===== config.mk =====
export PLATFORM = sky130hd
export DESIGN_NAME = branch_detection
export DESIGN_NICKNAME = d
export VERILOG_FILES = /design/src/rtl/branch_pkg.sv /design/src/rtl/branch_detection_opcode_decoder.sv /design/src/rtl/branch_detection.sv
export SDC_FILE = /design/constraint.sdc
export NUM_CORES = 1
export LEC_CHECK = 0
export ABC_CLOCK_PERIOD_IN_PS = 2800
export CORE_UTILIZATION = 40
export DETAILED_ROUTE_END_ITERATION = 8
export PLACE_DENSITY_LB_ADDON = 0.2
export SLEW_MARGIN = 20
export SYNTH_ARGS = -nofsm -noshare
export SYNTH_HDL_FRONTEND = slang
export SYNTH_HIERARCHICAL = 1
export SYNTH_SLANG_ARGS = --single-unit

===== constraint.sdc =====
create_clock -name clk -period 2.8 [get_ports clk]
set_input_delay 0.28 -clock clk [delete_from_list [all_inputs] [get_ports clk]]
set_output_delay 0.28 -clock clk [all_outputs]
set_load 0.005 [all_outputs]

===== src/rtl/branch_pkg.sv =====
// Shared opcode, tipo and FSM definitions for branch detection.
// Imported by opcode_decoder and branch_detection.
package branch_pkg;

  localparam logic [5:0] OPC_BEQ = 6'b000100;
  localparam logic [5:0] OPC_BNE = 6'b000101;
  localparam logic [5:0] OPC_J   = 6'b000010;
  localparam logic [5:0] OPC_JAL = 6'b000011;

  localparam logic [1:0] TIPO_NONE = 2'b00;
  localparam logic [1:0] TIPO_BEQ  = 2'b01;
  localparam logic [1:0] TIPO_BNE  = 2'b10;
  localparam logic [1:0] TIPO_JMP  = 2'b11;

  typedef enum logic {
    ST_IDLE,
    ST_SHADOW
  } br_state_e;

endpackage


===== src/rtl/branch_detection_opcode_decoder.sv =====
// Combinational opcode classifier.
// Ports: instruccion in; is_branch, is_jump, tipo_raw out.
module opcode_decoder
  import branch_pkg::*;
(
  input  logic [5:0] instruccion,
  output logic       is_branch,
  output logic       is_jump,
  output logic [1:0] tipo_raw
);

  always_comb begin
    is_branch = 1'b0;
    is_jump   = 1'b0;
    tipo_raw  = TIPO_NONE;
    unique case (1'b1)
      (instruccion == OPC_BEQ): begin
        is_branch = 1'b1;
        tipo_raw  = TIPO_BEQ;
      end
      (instruccion == OPC_BNE): begin
        is_branch = 1'b1;
        tipo_raw  = TIPO_BNE;
      end
      (instruccion == OPC_J),
      (instruccion == OPC_JAL): begin
        is_jump  = 1'b1;
        tipo_raw = TIPO_JMP;
      end
      default: ;
    endcase
  end

endmodule


===== src/rtl/branch_detection.sv =====
// Branch/jump detector with squash shadow and saturating event counters.
// Ports: clk, rst, instruccion in; es_branch, es_jump, flush, tipo, counters out.
module branch_detection
  import branch_pkg::*;
#(
  parameter int BR_SHADOW = 2,
  parameter int J_SHADOW  = 1,
  parameter int CNT_W     = 16
) (
  input  logic             clk,
  input  logic             rst,
  input  logic [5:0]       instruccion,
  output logic             es_branch,
  output logic             es_jump,
  output logic             flush,
  output logic [1:0]       tipo,
  output logic [CNT_W-1:0] cnt_branch,
  output logic [CNT_W-1:0] cnt_jump
);

  localparam logic [2:0] BR_LD = 3'(BR_SHADOW - 1);
  localparam logic [2:0] J_LD  = 3'(J_SHADOW - 1);
  localparam logic [CNT_W-1:0] CNT_MAX = '1;

  logic       raw_branch;
  logic       raw_jump;
  logic [1:0] raw_tipo;

  br_state_e        state_q, state_d;
  logic [2:0]       sh_q, sh_d;
  logic             flush_q, flush_d;
  logic [1:0]       tipo_q, tipo_d;
  logic [CNT_W-1:0] cnt_br_q, cnt_br_d;
  logic [CNT_W-1:0] cnt_j_q, cnt_j_d;

  opcode_decoder u_dec (
    .instruccion (instruccion),
    .is_branch   (raw_branch),
    .is_jump     (raw_jump),
    .tipo_raw    (raw_tipo)
  );

  // Decode slot holds a wrong-path op while flushing.
  assign es_branch = raw_branch & ~flush_q;
  assign es_jump   = raw_jump & ~flush_q;

  always_comb begin
    state_d  = state_q;
    sh_d     = sh_q;
    flush_d  = flush_q;
    tipo_d   = tipo_q;
    cnt_br_d = cnt_br_q;
    cnt_j_d  = cnt_j_q;
    unique case (state_q)
      ST_IDLE: begin
        if (es_branch || es_jump) begin
          state_d = ST_SHADOW;
          flush_d = 1'b1;
          tipo_d  = raw_tipo;
          if (es_branch) begin
            sh_d = BR_LD;
            if (cnt_br_q != CNT_MAX)
              cnt_br_d = cnt_br_q + 1'b1;
          end else begin
            sh_d = J_LD;
            if (cnt_j_q != CNT_MAX)
              cnt_j_d = cnt_j_q + 1'b1;
          end
        end
      end
      ST_SHADOW: begin
        if (sh_q == 3'd0) begin
          state_d = ST_IDLE;
          flush_d = 1'b0;
          tipo_d  = TIPO_NONE;
        end else begin
          sh_d = sh_q - 3'd1;
        end
      end
      default: begin
        state_d = ST_IDLE;
        flush_d = 1'b0;
        tipo_d  = TIPO_NONE;
        sh_d    = 3'd0;
      end
    endcase
  end

  always_ff @(posedge clk) begin
    if (rst) begin
      state_q  <= ST_IDLE;
      sh_q     <= 3'd0;
      flush_q  <= 1'b0;
      tipo_q   <= TIPO_NONE;
      cnt_br_q <= '0;
      cnt_j_q  <= '0;
    end else begin
      state_q  <= state_d;
      sh_q     <= sh_d;
      flush_q  <= flush_d;
      tipo_q   <= tipo_d;
      cnt_br_q <= cnt_br_d;
      cnt_j_q  <= cnt_j_d;
    end
  end

  assign flush      = flush_q;
  assign tipo       = tipo_q;
  assign cnt_branch = cnt_br_q;
  assign cnt_jump   = cnt_j_q;

endmodule


Word level (Yosys, flattened, before mapping)

Index checks and enable logic that the tools add are counted.

Reduce and logical (&&, ||, !) cells: 8
Bitwise operators: 5
Mux-type cells: 16
Equal/unequal tests: 9
Add/sub/neg operators: 3

Operators with widths:

| kind                    | count |
|---|---|
| $add A16 B1 Y16 const B | 2 |
| $ne A16 B16 Y1 const B  | 2 |
| $eq A6 B2 Y1 const B    | 2 |
| $eq A6 B3 Y1 const B    | 2 |
| $reduce_and A4 Y1       | 2 |
| $mux W1                 | 7 |
| $mux W3                 | 2 |
| $pmux W2 S3             | 1 |
| $pmux W3 S2             | 1 |
| $mux W2                 | 2 |
| $ne A2 B2 Y1 const B    | 2 |
| $pmux W1 S2             | 2 |
| $pmux W2 S2             | 1 |
| $reduce_and A2 Y1       | 2 |
| $reduce_or A2 Y1        | 2 |
| $logic_not A3 Y1        | 1 |
| $not A1 Y1              | 3 |
| $sub A3 B1 Y3 const B   | 1 |
| $and A1 B1 Y1           | 2 |
| $ne A2 B1 Y1 const B    | 1 |
| $logic_or A1 B1 Y1      | 1 |

Word-level logic and storage cells: 47
Flip-flop bits (word level): 39
Output and inout bits: 37

Logic depth before layout (Yosys ltp)

Gate-level depths: netlist (run 1).

Depth after elaboration: 7
Mapped depth: 8

By module

The synthesis (run 1) kept the hierarchy.

By module, submodules not included:

| module           | area each (um^2) | cells each | instances |
|---|---|---|---|
| branch_detection | 1968.1           | 236        | 1 |
| opcode_decoder   | 60.1             | 8          | 1 |

Worst setup path before layout (run 1)

Ideal clock, no wire load.

Path kind: in2reg
Start point: input port instruccion[5]
End point: register cnt_j_q[15] (netlist: cnt_jump[15])
Setup time: 0.121 ns
Data required time: 2.679 ns
Setup slack: 0.027 ns
Data arrival time: 2.652 ns
Stages on the path: 8
Cells stage by stage: or3_4 > nor2_1 > or4b_1 > buf_2 > or4_1 > buf_2 > nor4b_1 > mux2_2

Longest elaborated chain between the ends: 6
Elaborated cells on any way between the ends: 13

Ends and longest elaborated chain:

| element                                | line                                                                         | RTL |
|---|---|---|
| start, declared                        | branch_detection.sv:12                                                       | `input logic [5:0] instruccion,` |
| $eq A6 B2 Y1, on equally long branches | branch_detection_opcode_decoder.sv:26, branch_detection_opcode_decoder.sv:25 |  |
| $reduce_or A2 Y1 *                     | branch_detection_opcode_decoder.sv:16                                        | `unique case (1'b1)` |
| $mux W1 *                              | branch_detection_opcode_decoder.sv:16                                        |  |
| named net raw_jump                     | branch_detection.sv:26                                                       | `logic raw_jump;` |
| $and A1 B1 Y1 *                        | branch_detection.sv:45                                                       | `assign es_jump = raw_jump & ~flush_q;` |
| $logic_or A1 B1 Y1 *                   | branch_detection.sv:56                                                       | `if (es_branch \|\| es_jump) begin` |
| $reduce_and A4 Y1 (no source line) *   | --                                                                           |  |
| end signal, assigned                   | branch_detection.sv:103                                                      | `cnt_j_q <= cnt_j_d;` |
| end, declared                          | branch_detection.sv:34                                                       | `logic [CNT_W-1:0] cnt_j_q, cnt_j_d;` |

The timed path passes the listed nets; every way through them passes the cells marked *.
A chain may end at the register's enable or synchronous reset.

Final worst setup path (run 1)

Start point: input port instruccion[5]
End point: register cnt_br_q[15] (netlist: cnt_branch[15])

Longest elaborated chain between the ends: 6
Elaborated cells on any way between the ends: 12

Ends and longest elaborated chain:

| element                                | line                                                                         | RTL |
|---|---|---|
| $eq A6 B3 Y1, on equally long branches | branch_detection_opcode_decoder.sv:21, branch_detection_opcode_decoder.sv:17 |  |
| $reduce_or A2 Y1 (no source line) *    | --                                                                           |  |
| $mux W1 *                              | branch_detection_opcode_decoder.sv:16                                        |  |
| named net raw_branch                   | branch_detection.sv:25                                                       | `logic raw_branch;` |
| $and A1 B1 Y1 *                        | branch_detection.sv:44                                                       | `assign es_branch = raw_branch & ~flush_q;` |
| $logic_or A1 B1 Y1                     | branch_detection.sv:56                                                       |  |
| $reduce_and A4 Y1 (no source line) *   | --                                                                           |  |
| end signal, assigned                   | branch_detection.sv:102                                                      | `cnt_br_q <= cnt_br_d;` |
| end, declared                          | branch_detection.sv:33                                                       | `logic [CNT_W-1:0] cnt_br_q, cnt_br_d;` |

Marked as above.

==> results.md, run 1 <==
- Core region area: 4786 sq um
- Startpoint Class: primary input
- GPL Wtd Cong: 0.7891
- Hold buffer count at CTS: 0
- Dpl ws: -0.2916 ns
- Largest delay share family, worst path: simple AND/OR/NAND/NOR gates
- First-pass GRT wire length: 7.424 mm
- Fin area: 2700 sq um
- Slew Viols, Final: 0
- Cell taking the most area after synthesis: dfxtp_1
- CP max stage delay: 0.55 ns
- Grt total ovfl: 0
- Post-synth EDFFs: 0
- Yosys Warn Count: 6
- Setup TNS: 0 ns
- Max Clock Freq: 367.6 MHz
- Die W: 73.21 um
- GRT Overall Usage: 17.65%
- Worst path most repeated cell: or4_1
- TritonCTS clock tree: yes
- Most frequent cells after synthesis: dfxtp_1, a21oi_1, nand3_1, o31ai_1, or4_1
- Slew headroom: 46.71%
- Final Hold Fails: 0
- DP Area: 2603 sq um
- Reg clk slew, reported paths: 0.08 ns
- Vias: 2011
- Nets@finish: 310
- Slowest stage cell on the critical path: or4_1
- Slew @ Worst Pin: 0.7921 ns
- Mapped Area: 2028 sq um
- FF+latch count, synth: 39
- CP required: 3.01 ns
- DRT Pass-1 Iters: 4
- Vias per cell: 5.495
- Die area: 5359 sq um
- CTS buffer count: 5
- Worst IR Drop VDD: 0.0002433 V
- Synth cell types: 37
- Routed WL: 4.707 mm
- PnR worst setup slack: 0.07958 ns
- Placement Rows: 25
- WS Path Type: primary input to register
- Buf/Inv on CP: 2
- Leak: 0.8160 nW
- Antenna diode count: 0
- DRC Markers: 0
- Register area share after synthesis: 38.49%
- CTS sink count: 39
- Fillers: 463
- Cells after Synth: 244
- Worst path arrival time: 2.94 ns
- Worst Path Max Fanout: 8
- Synth top area share: 38.49%
- Most frequent cell after synthesis: dfxtp_1
- DRT iter0 DRCs: 78
- IO Pins: 45
- RSZ-0062 raised after global routing: false
- Pin count of the biggest net entering global routing: 47
- Vias in the first global route: 1650
- Clock Tree Buf Depth: 2
- Initial Util: 42.38%
- Crit-path cells: clkdlybuf4s50_1 -> or3_4 -> buf_4 -> nor3b_4 -> nand4bb_1 -> or4_1 -> or4_1 -> a21oi_1
- Worst setup path start: instruccion[5]
- Async SR Flop Fraction: 0%
- Outcome: finished clean
- Worst reg2reg startpoint: state_q
- IO buf count: 44
- MaxCap Viol Count: 0
- Final setup violating endpoints: 0
- Pwr dens: 361.6 nW/um^2
- Classification of the worst-slack hold path: register to register
- Die H: 73.21 um
- Layout cells sized above 1: 10.37%
- Dominant cells by area after synthesis: dfxtp_1, a21oi_1, o31ai_1
- Fin crit share: 97.16%
- Initial antenna violation count: 0
- ANT nets after route: 0
- Root Driver: clkbuf_8
- Synthesized area per cell: 8.312 sq um
- Detailed Place HPWL: 3.218 mm
- Critical Path End Type: register
- Insertion delay to the later sink of the worst-skew pair: 0.29 ns
- Area Growth Syn to Fin: 33.13%
- Synth Flop Type: dfxtp_1
- Post-DR wirelength/cell: 12.86 um
- Skew final: 0.006376 ns
- Hold Startpoint: sh_q[1]
- Synth Net Count: 256
- Post-route minimum period: 2.720 ns
- # H-tree levels: 2
==> metrics by stage <==
stage	power [W]	util [%]	hold slack, ns	cells
final	0.0009764	56.42	0.4658	366
after global routing	0.001019	56.42	0.4998	366
after CTS	0.0009943	56.08	0.4696	366
after detailed placement	0.0006200	54.38	0.4582	358
after global placement	0.0006195	54.38	0.4595	358
after floorplan	0.0005955	-	0.4479	244
==> layout by cell type (no fill, tap or decap), types with 2 or more instances in the layout <==
master and n:
nand3_1 17, clkbuf_1 2, nor3_1 4, mux2i_1 2, dfxtp_1 39, ha_1 4
or4_1 15, clkdlybuf4s50_1 44, clkbuf_8 5, nor2_1 12, nand4_1 10, nor2b_1 7
inv_1 7, nand3b_1 2, nand2_1 12, nand2b_1 7, o31ai_1 16, or3_1 11
o21ai_0 8, nor4_1 6, mux2_2 5, or2_2 3, buf_4 13, a21oi_1 32
==> routing by layer <==
metal  wire, um  GRT usage, %  vias to the layer above
li1           -             -                     1033
met1       2317         23.34                      925
met2       2077         27.78                       46
met3        253         4.696                        7
met4         59         5.882                        0
met5          0             0                        -
==> sequential cells by signal (all words and copies together) (netlist names) <==
name,cells
sh_q,3
tipo,2
cnt_branch,16
cnt_jump,16
state_q,1
flush,1
==> worst register-to-register path, delay by kind of cell, from the launching register on <==
kind	cells	cell delay, ns
DFF	1	0.39
and+or+nand+nor	3	1.36
muxes	1	0.36
==> kinds of logic after synthesis <==
| logic type | after synthesis | share of synthesized area [%] |
|---|---|---|
| simple gates | 117 | 34.49 |
| buf+inv | 17 | 3.640 |
| flops | 39 | 38.49 |
| compound gates | 59 | 16.72 |
| xor+xnor | 1 | 0.4319 |
| fa+ha+maj | 4 | 2.468 |
| mux | 7 | 3.763 |
==> layout make-up <==
class	instances	area (sq um)	share of cell area, %
inverters	7	26.28	0.9731
flip-flops and latches	39	780.7	28.92
well taps	67	83.83	3.105
clock buffers	7	76.32	2.827
multi-input cells	188	1190	44.07
clock inverters	1	5.005	0.1854
repair buffers	57	538.0	19.93
==> power by group <==
| part | switching, W | leakage, nW | internal, W | total, W |
|---|---|---|---|---|
| combinational | 0.0000244 | 0.460 | 0.0000253 | 0.0000497 |
| clock | 0.000193 | 0.0422 | 0.000175 | 0.000368 |
| sequential | 0.00000213 | 0.314 | 0.000556 | 0.000558 |
| total | 0.000220 | 0.816 | 0.000756 | 0.000976 |
==> path summary, 6_finish.rpt <==
check	endpoint	slack (ns)	cells past startpoint
max	cnt_branch[15]	0.08	8
min	sh_q[1]	0.47	2
max reg2reg	cnt_jump[15]	0.59	4
min reg2reg	sh_q[1]	0.47	2
==> repair_timing <==
| item | 4_1_cts | 5_1_grt |
|---|---|---|
| hold endpoints to repair | 0 | 0 |
| buffers inserted | 0 | 0 |
| endpoints found under the setup margin | 0 | 5 |
| gates resized for setup | 0 | 3 |
No activity file was read; power rests on OpenSTA's default activity.
==> run 2: changes to the inputs <==
--- a/config.mk
+++ b/config.mk
@@ -8,8 +8,9 @@
 export ABC_CLOCK_PERIOD_IN_PS = 2800
 export CORE_UTILIZATION = 40
 export DETAILED_ROUTE_END_ITERATION = 8
+export GPL_TIMING_DRIVEN = 0
 export PLACE_DENSITY_LB_ADDON = 0.2
-export SLEW_MARGIN = 20
+export SLEW_MARGIN = 25
 export SYNTH_ARGS = -nofsm -noshare
 export SYNTH_HDL_FRONTEND = slang
 export SYNTH_HIERARCHICAL = 1
==> results.md, run 2 (synthesis results as in run 1) <==
- Outcome: finished clean
- Most common cell after layout, fill and taps aside: clkdlybuf4s50_1
- Crit-path cells: clkdlybuf4s50_1 -> or3_4 -> nor2_4 -> or4b_4 -> buf_6 -> or4_4 -> nor4b_4 -> mux2_4
- TritonCTS clock tree: yes
- Worst IR Drop VDD: 0.0002914 V (+20%)
- Slew headroom: 45.79% (-0.91 points)
- Layout cells sized above 1: 11.33% (+0.97 points)
- GPL Wtd Cong: 0.8187 (+3.8%)
- Die H: 73.21 um (unchanged)
- # H-tree levels: 2 (unchanged)
- Post-route minimum period: 2.707 ns (-0.01381 ns)
- Worst Path Max Fanout: 7 (-1)
- Critical Path End Type: register
- Hold Startpoint: tipo[1]
- Worst path arrival time: 2.89 ns (-0.05 ns)
- Slew @ Worst Pin: 0.8069 ns (+0.01480 ns)
- Area Growth Syn to Fin: 36.64%
- Die area: 5359 sq um (unchanged)
- CP max stage delay: 0.48 ns (-0.07 ns)
- R2r setup slk: 0.45 ns (-0.14 ns)
- Post-DR wirelength/cell: 13.85 um (+7.7%)
- Fin crit share: 96.66% (-0.49 points)
- Vias per cell: 5.610 (+2.1%)
- Grt total ovfl: 0 (unchanged)
- Met1 WL: 2.483 mm (+7.2%)
- Inst Count DP: 354 (-1.1%)
- Startpoint Class: primary input
- DRT iter0 DRCs: 97 (+24%)
- DRT Pass-1 Iters: 5 (+1)
- Top routing layer in use: met4
- Hold path cells: 2 (unchanged)
- First-pass GRT wire length: 8.280 mm (+12%)
- Root Driver: clkbuf_8
- Commonest cells after routing, fill and taps aside: clkdlybuf4s50_1, dfxtp_1, a21oi_1
- R2r endpoint: cnt_jump[15]
- CP required: 2.98 ns (-0.03 ns)
- Final non-filler cell total: 367 (+0.27%)
- Pwr dens: 397.5 nW/um^2 (+9.9%)
- Initial Util: 42.38% (unchanged)
- Final core utilization: 57.91% (+1.5 points)
- GRT Overall Usage: 19.69% (+2.0 points)
- RSZ-0062 raised after global routing: false
- Antenna diode count: 0 (unchanged)
- Insertion delay to the later sink of the worst-skew pair: 0.29 ns (about the same)
- Max Clock Freq: 369.5 MHz (+0.51%)
- IO buf count: 43 (-2.3%)
- Hold buffer count at CTS: 0 (unchanged)
- Fillers: 454 (-1.9%)
- Nets@finish: 311 (+0.32%)
- Hold endpoint: tipo[1]
- Placement Rows: 25 (unchanged)
- Final setup violating endpoints: 0 (unchanged)
- Metal3 WL: 279 um (+10%)
- WS Path Type: primary input to register
- Routed WL: 5.083 mm (+8.0%)
- Slew Viols, Final: 0 (unchanged)
- Reg clk slew, reported paths: 0.09 ns (about the same)
- IO Pins: 45 (unchanged)
- DRC Markers: 0 (unchanged)
- Detailed Place HPWL: 3.433 mm (+6.7%)
- Clock Tree Buf Depth: 2 (unchanged)
- Final Hold Fails: 0 (unchanged)
- Leak: 0.8430 nW (+3.3%)
- Die W: 73.21 um (unchanged)
- Slowest stage cell on the critical path: or4_4
- Vias: 2059 (+2.4%)
- CTS sink count: 39 (unchanged)
- ANT nets after route: 0 (unchanged)
- Core region area: 4786 sq um (unchanged)
- CTS buffer count: 5 (unchanged)
- Depth of the most critical reg-to-reg path: 5 (+1)
- Initial antenna violation count: 0 (unchanged)
- Pin count of the biggest net entering global routing: 13 (-72%)
- Worst reg2reg startpoint: flush
- Skew final: 0.01054 ns (+0.004159 ns)
- Classification of the worst-slack hold path: register to register
- Met2 Wirelength: 2.303 mm (+11%)
- Vias in the first global route: 1832 (+11%)
- MaxCap Viol Count: 0 (unchanged)
run 2: per-stage QoR:
| stage | TNS, ns | power [W] | hold slack [ns] | instance area (sq um) | setup WS [ns] |
|---|---|---|---|---|---|
| after floorplan | 0 | 0.0005955 | 0.4479 | 2028 | 0.02719 |
| after global placement | -3.705 | 0.0006169 | 0.4579 | 2542 | -0.5541 |
| after detailed placement | -4.278 | 0.0006170 | 0.4631 | 2542 | -0.5674 |
| after CTS | 0 | 0.001111 | 0.4750 | 2716 | 0.0004414 |
| after global routing | 0 | 0.001146 | 0.4977 | 2771 | 0.02797 |
| final | 0 | 0.001102 | 0.4702 | 2771 | 0.09339 |
run 2: critical path: cells and delay by family:
| kind | cells | cell delay, ns |
|---|---|---|
| buffers and inverters | 2 | 0.53 |
| multiplexers | 1 | 0.32 |
| AND/OR/NAND/NOR | 5 | 1.75 |
run 2: per-layer routing:
layer	global-route usage, %	vias up
met5	0	-
met4	6.318	0
met3	4.972	2
met2	31.79	53
met1	25.64	962
li1	-	1042
run 2: what timing repair did:
item,4_1_cts,5_1_grt
endpoints found under the setup margin,5,6
endpoints found under the hold margin,0,0
pin swaps,4,5
buffers inserted,2,4
resized for setup,9,7
run 2: how the worst max path moves through the flow:
stage                        start              to  slack [ns]  cells past startpoint
CTS                 instruccion[3]    cnt_jump[13]      0.0004                      9
floorplan           instruccion[5]    cnt_jump[15]        0.03                      8
detailed placement  instruccion[5]    cnt_jump[15]       -0.57                      9
global route        instruccion[3]  cnt_branch[15]        0.03                      8
finish              instruccion[3]    cnt_jump[15]        0.09                      8
global placement    instruccion[5]    cnt_jump[15]       -0.55                      9
run 2: cell type report:
type / instances / area, sq um / area share [%]
clock inverters: 2 / 35.03 / 1.264
repair buffers: 49 / 480.5 / 17.34
flip-flops and latches: 39 / 780.7 / 28.17
clock buffers: 6 / 82.58 / 2.980
multi-input cells: 188 / 1234 / 44.51
well taps: 67 / 83.83 / 3.025
plain buffers: 9 / 48.80 / 1.761
inverters: 7 / 26.28 / 0.9481
run 2: power breakdown:
group / total [W] / switching (W) / internal, W
combinational: 0.0000513 / 0.0000275 / 0.0000238
sequential: 0.000559 / 0.00000282 / 0.000556
clock: 0.000492 / 0.000203 / 0.000289
total: 0.00110 / 0.000233 / 0.000868
